## src/rtl/melody_sequencer.sv

```systemverilog
// rtl/melody_sequencer.sv - song ROM autoplay sequencer with live keypad override
module melody_sequencer #(
    parameter int BEAT_CYCLES = 25_000_000,
    parameter int GAP_CYCLES  = 1_000_000,
    parameter int SONG_LEN    = 32,
    parameter int AW          = 5
) (
    input  logic          clk,
    input  logic          sys_rst,
    input  logic          start,
    input  logic          stop,
    input  logic          loop_en,
    input  logic          key_pressed,
    input  logic [3:0]    key_data,
    output logic [AW-1:0] rom_addr,
    input  logic [9:0]    rom_data,
    output logic          note_valid,
    output logic [3:0]    note_code,
    output logic [1:0]    scale_out,
    output logic          busy,
    output logic          live_active,
    output logic          song_done,
    output logic [AW-1:0] note_idx
);
    localparam int CW = $clog2(31 * BEAT_CYCLES + 1);
    localparam logic [CW-1:0] BEAT_C    = CW'(BEAT_CYCLES);
    localparam logic [CW-1:0] GAP_C     = CW'(GAP_CYCLES);
    localparam logic [CW-1:0] ONE_C     = CW'(1);
    localparam logic [AW-1:0] LAST_ADDR = AW'(SONG_LEN - 1);

    typedef enum logic [2:0] {S_IDLE, S_FETCH, S_LATCH, S_PLAY, S_GAP, S_DONE} state_t;

    state_t        state_q, state_d;
    logic [CW-1:0] cnt_q, cnt_d;
    logic [AW-1:0] addr_q, addr_d;
    logic [4:0]    word_q, word_d;
    logic          nv_q, nv_d;
    logic [3:0]    code_q, code_d;
    logic [1:0]    ap_scale_q, ap_scale_d;
    logic [1:0]    live_scale_q, live_scale_d;

    logic          live;
    logic [CW-1:0] dur_m1;
    state_t        end_state;
    logic [AW-1:0] end_addr;

    assign live      = key_pressed && (key_data >= 4'd1) && (key_data <= 4'd7);
    assign dur_m1    = CW'(rom_data[4:0]) * BEAT_C - GAP_C - ONE_C;
    assign end_state = loop_en ? S_FETCH : S_DONE;
    assign end_addr  = loop_en ? '0 : addr_q;

    // Tone outputs are registered from the current state, so they trail it by one cycle
    // and are held together with the state while a live key freezes autoplay.
    always_comb begin
        state_d      = state_q;
        cnt_d        = cnt_q;
        addr_d       = addr_q;
        word_d       = word_q;
        nv_d         = nv_q;
        code_d       = code_q;
        ap_scale_d   = ap_scale_q;
        live_scale_d = live_scale_q;

        if (key_pressed) begin
            case (key_data)
                4'hA:    live_scale_d = 2'd0;
                4'hB:    live_scale_d = 2'd1;
                4'hC:    live_scale_d = 2'd2;
                default: ;
            endcase
        end

        if (stop) begin
            state_d = S_IDLE;
            cnt_d   = '0;
            addr_d  = '0;
            nv_d    = 1'b0;
            code_d  = 4'd0;
        end else if (!live) begin
            nv_d   = (state_q == S_PLAY) && (word_q[2:0] != 3'd0);
            code_d = nv_d ? {1'b0, word_q[2:0]} : 4'd0;
            if (state_q == S_PLAY) begin
                ap_scale_d = word_q[4:3];
            end
            unique case (state_q)
                S_IDLE: begin
                    if (start) begin
                        addr_d  = '0;
                        state_d = S_FETCH;
                    end
                end
                S_FETCH: state_d = S_LATCH;
                S_LATCH: begin
                    word_d = rom_data[9:5];
                    if (rom_data[4:0] == 5'd0) begin
                        state_d = end_state;
                        addr_d  = end_addr;
                    end else begin
                        cnt_d   = dur_m1;
                        state_d = S_PLAY;
                    end
                end
                S_PLAY: begin
                    if (cnt_q == '0) begin
                        cnt_d   = GAP_C - ONE_C;
                        state_d = S_GAP;
                    end else begin
                        cnt_d = cnt_q - ONE_C;
                    end
                end
                S_GAP: begin
                    if (cnt_q != '0) begin
                        cnt_d = cnt_q - ONE_C;
                    end else if (addr_q == LAST_ADDR) begin
                        state_d = end_state;
                        addr_d  = end_addr;
                    end else begin
                        addr_d  = addr_q + AW'(1);
                        state_d = S_FETCH;
                    end
                end
                S_DONE:  state_d = S_IDLE;
                default: state_d = S_IDLE;
            endcase
        end
    end

    always_ff @(posedge clk) begin
        if (sys_rst) begin
            state_q      <= S_IDLE;
            cnt_q        <= '0;
            addr_q       <= '0;
            word_q       <= '0;
            nv_q         <= 1'b0;
            code_q       <= 4'd0;
            ap_scale_q   <= 2'd1;
            live_scale_q <= 2'd1;
        end else begin
            state_q      <= state_d;
            cnt_q        <= cnt_d;
            addr_q       <= addr_d;
            word_q       <= word_d;
            nv_q         <= nv_d;
            code_q       <= code_d;
            ap_scale_q   <= ap_scale_d;
            live_scale_q <= live_scale_d;
        end
    end

    assign busy        = (state_q != S_IDLE);
    assign live_active = live;
    assign rom_addr    = addr_q;
    assign note_idx    = addr_q;
    assign song_done   = (state_q == S_DONE) && !live;
    assign note_valid  = live | nv_q;
    assign note_code   = live ? key_data : code_q;
    assign scale_out   = live ? live_scale_q : (busy ? ap_scale_q : live_scale_q);

endmodule

```

## config.mk

```make
export PLATFORM = sky130hd
export DESIGN_NAME = melody_sequencer
export DESIGN_NICKNAME = d
export VERILOG_FILES = /design/src/rtl/melody_sequencer.sv
export SDC_FILE = /design/constraint.sdc
export NUM_CORES = 1
export LEC_CHECK = 0
export CELL_PAD_IN_SITES_DETAIL_PLACEMENT = 0
export CELL_PAD_IN_SITES_GLOBAL_PLACEMENT = 2
export CORE_UTILIZATION = 35
export CTS_CLUSTER_DIAMETER = 60
export DETAILED_ROUTE_END_ITERATION = 7
export HOLD_SLACK_MARGIN = 0.08
export PLACE_DENSITY = 0.82
export SLEW_MARGIN = 5
export SYNTH_ARGS = -nofsm -noshare
export SYNTH_HDL_FRONTEND = slang
export SYNTH_SLANG_ARGS = --single-unit
```

## constraint.sdc

```tcl
create_clock -name clk -period 5.3 [get_ports clk]
set_input_delay 0.53 -clock clk [delete_from_list [all_inputs] [get_ports clk]]
set_output_delay 0.53 -clock clk [all_outputs]
set_load 0.1 [all_outputs]
```

# Word level (Yosys, flattened, before mapping)
# Index checks and enable logic that the tools add are counted.
[totals] in_bits=20 wordCells=76 regBits=52
[classes] order_cmp=2 addsub=4 multipliers=1 bitwise_logic=3 muxes=22 reduce_logical=21 n_eq_ne=15
[op_table] op="$mux 30" n=3
[op_table] op="$pmux 30 s3" n=1
[op_table] op="$sub 30x1->30 const B" n=2
[op_table] op="$logic_not 30->1" n=1
[op_table] op="$reduce_bool 30->1" n=1
[op_table] op="$sub 30x20->30 const B" n=1
[op_table] op="$mux 5" n=5
[op_table] op="$mul 5x19->24 const B" n=1
[op_table] op="$mux 3" n=7
[op_table] op="$pmux 3 s5" n=1
[op_table] op="$pmux 5 s3" n=1
[op_table] op="$reduce_bool 3->1" n=5
[op_table] op="$eq 4x4->1 const B" n=3
[op_table] op="$ne 2x2->1 const B" n=5
[op_table] op="$reduce_and 4->1" n=2
[op_table] op="$eq 3x2->1 const B" n=2
[op_table] op="$eq 3x3->1 const B" n=2
[op_table] op="$pmux 2 s3" n=1
[op_table] op="$reduce_and 3->1" n=2
[op_table] op="$add 5x1->5 const B" n=1
[op_table] op="$eq 5x5->1 const B" n=1
[op_table] op="$logic_not 5->1" n=1
[op_table] op="$reduce_and 5->1" n=1
[op_table] op="$ge 4x1->1 const B" n=1
[op_table] op="12 further kinds" n=17

# Longest topological paths before layout
# Gate-level depths: netlist (run 1).
[logic_depth] word_depth=5 ltp_mapped=17 ltp_nobuf=16

# Least setup slack after synthesis (run 1)
# OpenSTA, ideal clock, no wires.
[synth_path] path_kind="input to register" start="in rom_data[2]" end="reg cnt_q[29]" n_path_buf=1 cell_stages=15 required_ns=5.221 path_slack_ns=0.734 arrival_ns=4.487 setup_ns=0.079 cell_sequence="fa_1 -> inv_1 -> fa_1 -> inv_1 -> fa_1 -> ha_1 -> clkbuf_1 -> nand2_1 -> a221oi_1 -> a21boi_2 -> o21ai_0 -> a2111oi_4 -> nand4_2 -> or4_1 -> o211ai_1"
[synth_via] elab_chain_cells=5
[synth_lines] element="from (decl)" line_no="16" rtl="input logic [9:0] rom_data,"
[synth_lines] element="$mul 5x19->24" line_no="48" rtl="assign dur_m1 = CW'(rom_data[4:0]) * BEAT_C - GAP_C - ONE_C;"
[synth_lines] element="$sub 30x20->30" line_no="48"
[synth_lines] element="$sub 30x1->30" line_no="48"
[synth_lines] element="$mux 30" line_no="95" rtl="if (rom_data[4:0] == 5'd0) begin"
[synth_lines] element="$pmux 30 s3" line_no="85" rtl="unique case (state_q)"
[synth_lines] element="to (signal assigned)" line_no="140" rtl="cnt_q <= cnt_d;"
[synth_lines] element="to (decl)" line_no="34" rtl="logic [CW-1:0] cnt_q, cnt_d;"
# Parallel ways exist; a longest one is shown, timed or not. The select of a mux whose other input is x is not followed.
# A chain may end at the register's enable or synchronous reset.

# Worst setup path in the final report (run 1)
# Ends and elaborated chain as after synthesis.

==> impl_metrics.tcl, run 1 <==
set metrics [dict create \
    cp.required_ns 5.51 \
    overflow 0 \
    rsz0062_at_grt "no" \
    p_int_mw 1.11 \
    hpwl_mm 11.1 \
    clkTransAtPathRegs_ns 0.07 \
    tightest_slew_ns 1.03 \
    cts_max_level 2 \
    drt-total-wl_mm 14.2 \
    cp.arrival_ns 5.21 \
    boundaryPins 40 \
    postSynthAreaPerCell_sq_um 7.51 \
    n_antenna_cell 0 \
    whs_path_depth 2 \
    root_buffer "clkbuf_16" \
    drt_iter0_drc 306 \
    synthFlopType "dfxtp_1" \
    io_buffer_count 38 \
    area_delta_synth_final_pct 15.3 \
    setup_viol 0 \
    grt_usage_pct 19.6 \
    fin_ws_ns 0.304 \
    fillers 1533 \
    nets 800 \
    endpoint_kind "flip-flop" \
    r2r_end "cnt_q[13]" \
    finalMaxSlewViolations 0 \
    min_to "nv_q" \
    cts.sinks 51 \
    hold_path.class "reg2reg" \
    p_leak_nw 2.42 \
    yosys.cell_types.count 74 \
    setup_tns_ns 0 \
    seq_area_frac_synth_pct 19.8 \
    wire_per_inst_um 15.6 \
    fin_crit_sh_pct 94.3 \
    seq_area_sq_um 1020 \
    gp_congestion 0.816 \
    path_max_fanout 6 \
    sw_frac_of_total_pct 43.6 \
    cts_tree "done" \
    grt_pass1_vias 4823 \
    final_cell_mix "nor2_1 (78), nand2_1 (63), inv_1 (53)" \
    regToRegSetupSlack_ns 1.91 \
    die_x_um 123 \
    antenna_found_initial 0 \
    fmax_mhz 200 \
    seqPwrFrac_pct 19.8 \
    ctsHoldBuffers 0 \
    cts-buffers-inserted 5 \
    clk_path_buf_depth 2 \
    postCtsSetupBuffers 0 \
    dr.pass1.iters 5 \
    slew-limit-headroom_pct 29.7 \
    grt_pass1_wl_mm 23.9 \
    period_needed_ns 5.00 \
    syn-cell-area_sq_um 5160 \
    syn-num-nets 765 \
    cts.repair.resized 0 \
    clk_latency_ns 0.29 \
    vias 4956 \
    r2r_start "cnt_q[0]" \
    power.density_nw_per_um2 331 \
    drive_above_1_share_pct 7.61 \
    worstSetupPathType "in2reg" \
    grt_max_degree 48 \
    fp.dieArea_sq_um 15200 \
    hp-start "nv_q" \
    die_h_um 123 \
    status "completed" \
    irDropWorstVdd_v 0.000137 \
    p_sw_mw 0.859 \
    multi_input_area_sq_um 3800 \
    start_util_pct 35.6 \
    worstRegToRegCells 10 \
    num_rows 44 \
    drv_cap 0 \
    final_common_cell "nor2_1" \
    drc_errors 0 \
    synthCells 687 \
    synth_seq_cells 51 \
    finClkSkew_ns 0.00622 \
    via_per_inst 5.46 \
    critical_path.startpoint_type "primary input" \
    ys_async_sr_fraction_pct 0 \
    synth-edff-count 0 \
    report.final.hold_viol_count 0 \
    comb_power_share_pct 60.7 \
    clockPowerShare_pct 19.5 \
    yosys_warnings 0 \
    coreArea_sq_um 14500 \
    ant_nets 0 \
    post-place-ws_ns 0.00740 \
]
cell usage after synthesis (12+ instances only):
cell      count  area share, %
a21oi_1      47            4.6
clkbuf_1     21            1.5
dfxtp_1      51             20
fa_1         14            5.4
ha_1         44             11
inv_1        53            3.9
nand2_1      63            4.6
nand3_1      20            1.9
nor2_1       78            5.7
nor3_1       18            1.7
o21ai_0      48            4.7
o22ai_1      12            1.5
xnor2_1      19            3.2
cells by family after synthesis:
kind of cell,share of synthesized area (%)
other,0.0727
muxes,2.38
and+or+nand+nor,23.8
adders and majority gates,16.1
xor gates and xnor gates,4.07
AOI/OAI and AO/OA,27.0
buffers and inverters,6.74
DFF,19.8
routing by layer:
layer | track usage, % | share of wire, %
met1 | 28.1 | 51
met5 | 0 | 0
met2 | 31.2 | 45
met4 | 3.46 | 1.0
met3 | 2.91 | 3.4
final cells by class:
class / instances / share of cell area (%)
multi-input cells: 552 / 63.9
repair buffers: 59 / 8.79
inverters: 53 / 3.34
clock buffers: 6 / 2.33
flip-flops and latches: 51 / 17.2
clock inverters: 2 / 0.589
well taps: 184 / 3.87
worst max path at each step:
stage / slack, ns / cells past startpoint / endpoint / from
3_5_place_dp: 0.007 / 16 / cnt_q[29] / rom_data[2]
2_1_floorplan: 0.73 / 15 / cnt_q[29] / rom_data[2]
4_1_cts: 0.31 / 16 / cnt_q[29] / rom_data[2]
3_3_place_gp: 0.14 / 16 / cnt_q[29] / rom_data[2]
6_report: 0.30 / 16 / cnt_q[29] / rom_data[2]
5_1_grt: 0.03 / 16 / cnt_q[29] / rom_data[2]
state kept, by name, summed over array words and instances, names as in the netlist:
register	count
ap_scale_q	2
cnt_q	30
code_q	3
live_scale_q	2
note_idx	5
nv_q	1
state_q	3
word_q	5
power groups by stage:
stage	Combinational [mW]	Sequential [mW]	Clock [mW]
final	1.20	0.390	0.385
after global routing	1.32	0.391	0.408
after CTS	1.19	0.390	0.392
after detailed placement	1.19	0.399	0
after global placement	1.18	0.399	0
after floorplan	0.897	0.398	0
stage by stage:
stage | total power [mW] | instances | utilization [%] | hold WS [ns] | instance area, sq um
floorplan | 1.29 | 687 | - | 0.427 | 5160
detailed placement | 1.59 | 899 | 39.9 | 0.444 | 5770
global placement | 1.58 | 899 | 39.9 | 0.435 | 5770
finish | 1.97 | 907 | 41.1 | 0.453 | 5950
global route | 2.12 | 907 | 41.1 | 0.479 | 5950
CTS | 1.98 | 907 | 41.1 | 0.452 | 5950
worst max-delay path, stage by stage:
cell and delay, ns:
clkdlybuf4s50_1 0.51, fa_1 0.59, inv_1 0.10, fa_1 0.45
xnor2_1 0.15, ha_1 0.17, a21o_1 0.15, ha_1 0.34
o211ai_1 0.42, a21oi_1 0.13, mux2i_1 0.20, o2111ai_2 0.21
a2111oi_4 0.44, nand4_2 0.19, or4_1 0.51, o211ai_1 0.10
Note: power is estimated with default switching activity, not from simulation.
==> inputs of run 2 (changes only) <==
--- a/config.mk
+++ b/config.mk
@@ -9,6 +9,7 @@
 export CELL_PAD_IN_SITES_GLOBAL_PLACEMENT = 2
 export CORE_UTILIZATION = 35
 export CTS_CLUSTER_DIAMETER = 60
+export CTS_CLUSTER_SIZE = 12
 export DETAILED_ROUTE_END_ITERATION = 7
 export HOLD_SLACK_MARGIN = 0.08
 export PLACE_DENSITY = 0.82
==> results of run 2 <==
Final layout, timing and power as in run 1 (identical DEF).
==> inputs of run 3 (changes only) <==
--- a/config.mk
+++ b/config.mk
@@ -5,12 +5,14 @@
 export SDC_FILE = /design/constraint.sdc
 export NUM_CORES = 1
 export LEC_CHECK = 0
+export ABC_CLOCK_PERIOD_IN_PS = 5300
 export CELL_PAD_IN_SITES_DETAIL_PLACEMENT = 0
 export CELL_PAD_IN_SITES_GLOBAL_PLACEMENT = 2
-export CORE_UTILIZATION = 35
+export CORE_UTILIZATION = 38
 export CTS_CLUSTER_DIAMETER = 60
 export CTS_CLUSTER_SIZE = 12
 export DETAILED_ROUTE_END_ITERATION = 7
+export DONT_BUFFER_PORTS = 1
 export HOLD_SLACK_MARGIN = 0.08
 export PLACE_DENSITY = 0.82
 export SLEW_MARGIN = 5
==> impl_metrics.tcl, run 3 (synthesis gave the netlist of run 1 again) <==
set metrics [dict create \
    status "completed" \
    nets 749 \
    clockPowerShare_pct 22.1 \
    power.density_nw_per_um2 349 \
    rsz0062_at_grt "no" \
    comb_power_share_pct 57.6 \
    endpoint_kind "flip-flop" \
    irDropWorstVdd_v 0.000157 \
    dpl_cell_area_sq_um 5310 \
    crit_slowest_cell "fa_1" \
    coreArea_sq_um 13200 \
    utilization_pct 41.6 \
    start_util_pct 39.0 \
    largest_register_ffs 30 \
    dp.cells 840 \
    drc_errors 0 \
    clk_path_buf_depth 2 \
    ant_nets 0 \
    wire_per_inst_um 16.2 \
    vias 4872 \
    p_int_mw 1.09 \
    die_x_um 119 \
    path_max_fanout 7 \
    via_per_inst 5.75 \
    die_h_um 119 \
    dr.pass1.iters 5 \
    grt_max_degree 34 \
    antenna_found_initial 0 \
    sw_frac_of_total_pct 43.2 \
    area_delta_synth_final_pct 6.64 \
    root_buffer "clkbuf_16" \
    num_rows 42 \
    clkTransAtPathRegs_ns 0.07 \
    postCtsSetupBuffers 0 \
    overflow 0 \
    drt-total-wl_mm 13.7 \
    hpwl_mm 10.5 \
    critical_path.startpoint_type "primary input" \
    regMostFlops "cnt_q" \
    fillers 1429 \
    grt_pass1_vias 4587 \
    gp_congestion 0.850 \
    worstSetupPathType "in2reg" \
    setup_tns_ns 0 \
    report.final.hold_viol_count 0 \
    cts.sinks 51 \
    fmax_mhz 222 \
    cp.required_ns 5.52 \
    finalMaxSlewViolations 0 \
    path_cells "fa_1, inv_1, fa_1, inv_1, fa_1, ha_1, nand2_1, a221oi_1, a21boi_2, o21ai_0, a2111oi_4, nand4_2, or4_1, o211ai_1" \
    path_common_cell "fa_1" \
    cts_max_level 2 \
    tightest_slew_ns 1.12 \
    setup_viol 0 \
    period_needed_ns 4.50 \
    ctsHoldBuffers 0 \
    clk_latency_ns 0.30 \
    final_common_cell "nor2_1" \
    n_antenna_cell 0 \
    drt_iter0_drc 328 \
    p_leak_nw 2.21 \
    grt_pass1_wl_mm 23.1 \
    hold_path.class "in2reg" \
    slew-limit-headroom_pct 23.4 \
    cts_tree "done" \
    final_cell_mix "nor2_1 (77), nand2_1 (63), inv_1 (53)" \
    fp.dieArea_sq_um 14000 \
    final_cells 848 \
    critical_path.max_stage_delay_ns 0.55 \
    grt_usage_pct 20.2 \
    drive_above_1_share_pct 6.25 \
    p_sw_mw 0.829 \
    cts.repair.resized 0 \
    cp.arrival_ns 4.73 \
    io_buffer_count 0 \
    fin_crit_sh_pct 85.0 \
    boundaryPins 40 \
    finClkSkew_ns 0.00580 \
    cts-buffers-inserted 5 \
    seqPwrFrac_pct 20.3 \
    drv_cap 0 \
    final_cell_area_sq_um 5500 \
]
## run 3: cell count changes in the layout (fill, tap and decap cells not counted)
cell / previous run / this run
nor2_1: 78 / 77
nor2_2: 0 / 1
clkbuf_8: 1 / 0
clkdlybuf4s50_1: 32 / 0
buf_4: 27 / 8
dfxtp_1: 51 / 46
dfxtp_2: 0 / 5
bufinv_16: 1 / 2
clkinvlp_4: 0 / 1
clkinv_2: 1 / 0
## run 3: stage by stage
step	total power [mW]	worst slack (ns)	hold WS [ns]
global route	2.08	0.536	0.282
detailed placement	1.50	0.482	0.450
CTS	1.93	0.782	0.290
global placement	1.49	0.585	0.439
finish	1.92	0.795	0.296
floorplan	1.29	0.734	0.427
## run 3: worst paths after layout
kind / start / end / slack [ns] / cells after the start
hold / removal: sys_rst / word_q[2] / 0.30 / 1
setup / recovery: rom_data[2] / cnt_q[29] / 0.80 / 14
hold reg to reg: nv_q / nv_q / 0.45 / 2
setup reg to reg: cnt_q[0] / cnt_q[29] / 1.65 / 9
## run 3: critical path, delay by kind of cell
kind            cells  cell delay [ns]
buf+inv             2             0.17
fa+ha+maj           4             1.98
simple gates        3             0.78
compound gates      5             1.28
## run 3: metal layers
metal	vias up	GRT usage, %	routed length, um
met4	0	4.35	144
met3	11	2.65	408
met1	2333	28.6	6980
met2	82	32.4	6160
met5	-	0	0
li1	2446	-	-
## run 3: power groups by stage
stage / Combinational, mW / Sequential, mW / Clock, mW
after detailed placement: 1.10 / 0.399 / 0
after global routing: 1.24 / 0.391 / 0.447
after global placement: 1.09 / 0.399 / 0
after floorplan: 0.897 / 0.398 / 0
after CTS: 1.11 / 0.390 / 0.432
final: 1.11 / 0.391 / 0.424
## run 3: layout make-up
type	count	area, sq um	share of cell area, %
Multi-Input combinational cell	552	3800	69.1
Sequential cell	51	1030	18.7
Clock buffer	5	125	2.27
Clock inverter	3	67.6	1.23
Tap cell	176	220	4.00
Inverter	53	199	3.62
Timing Repair Buffer	8	60.1	1.09
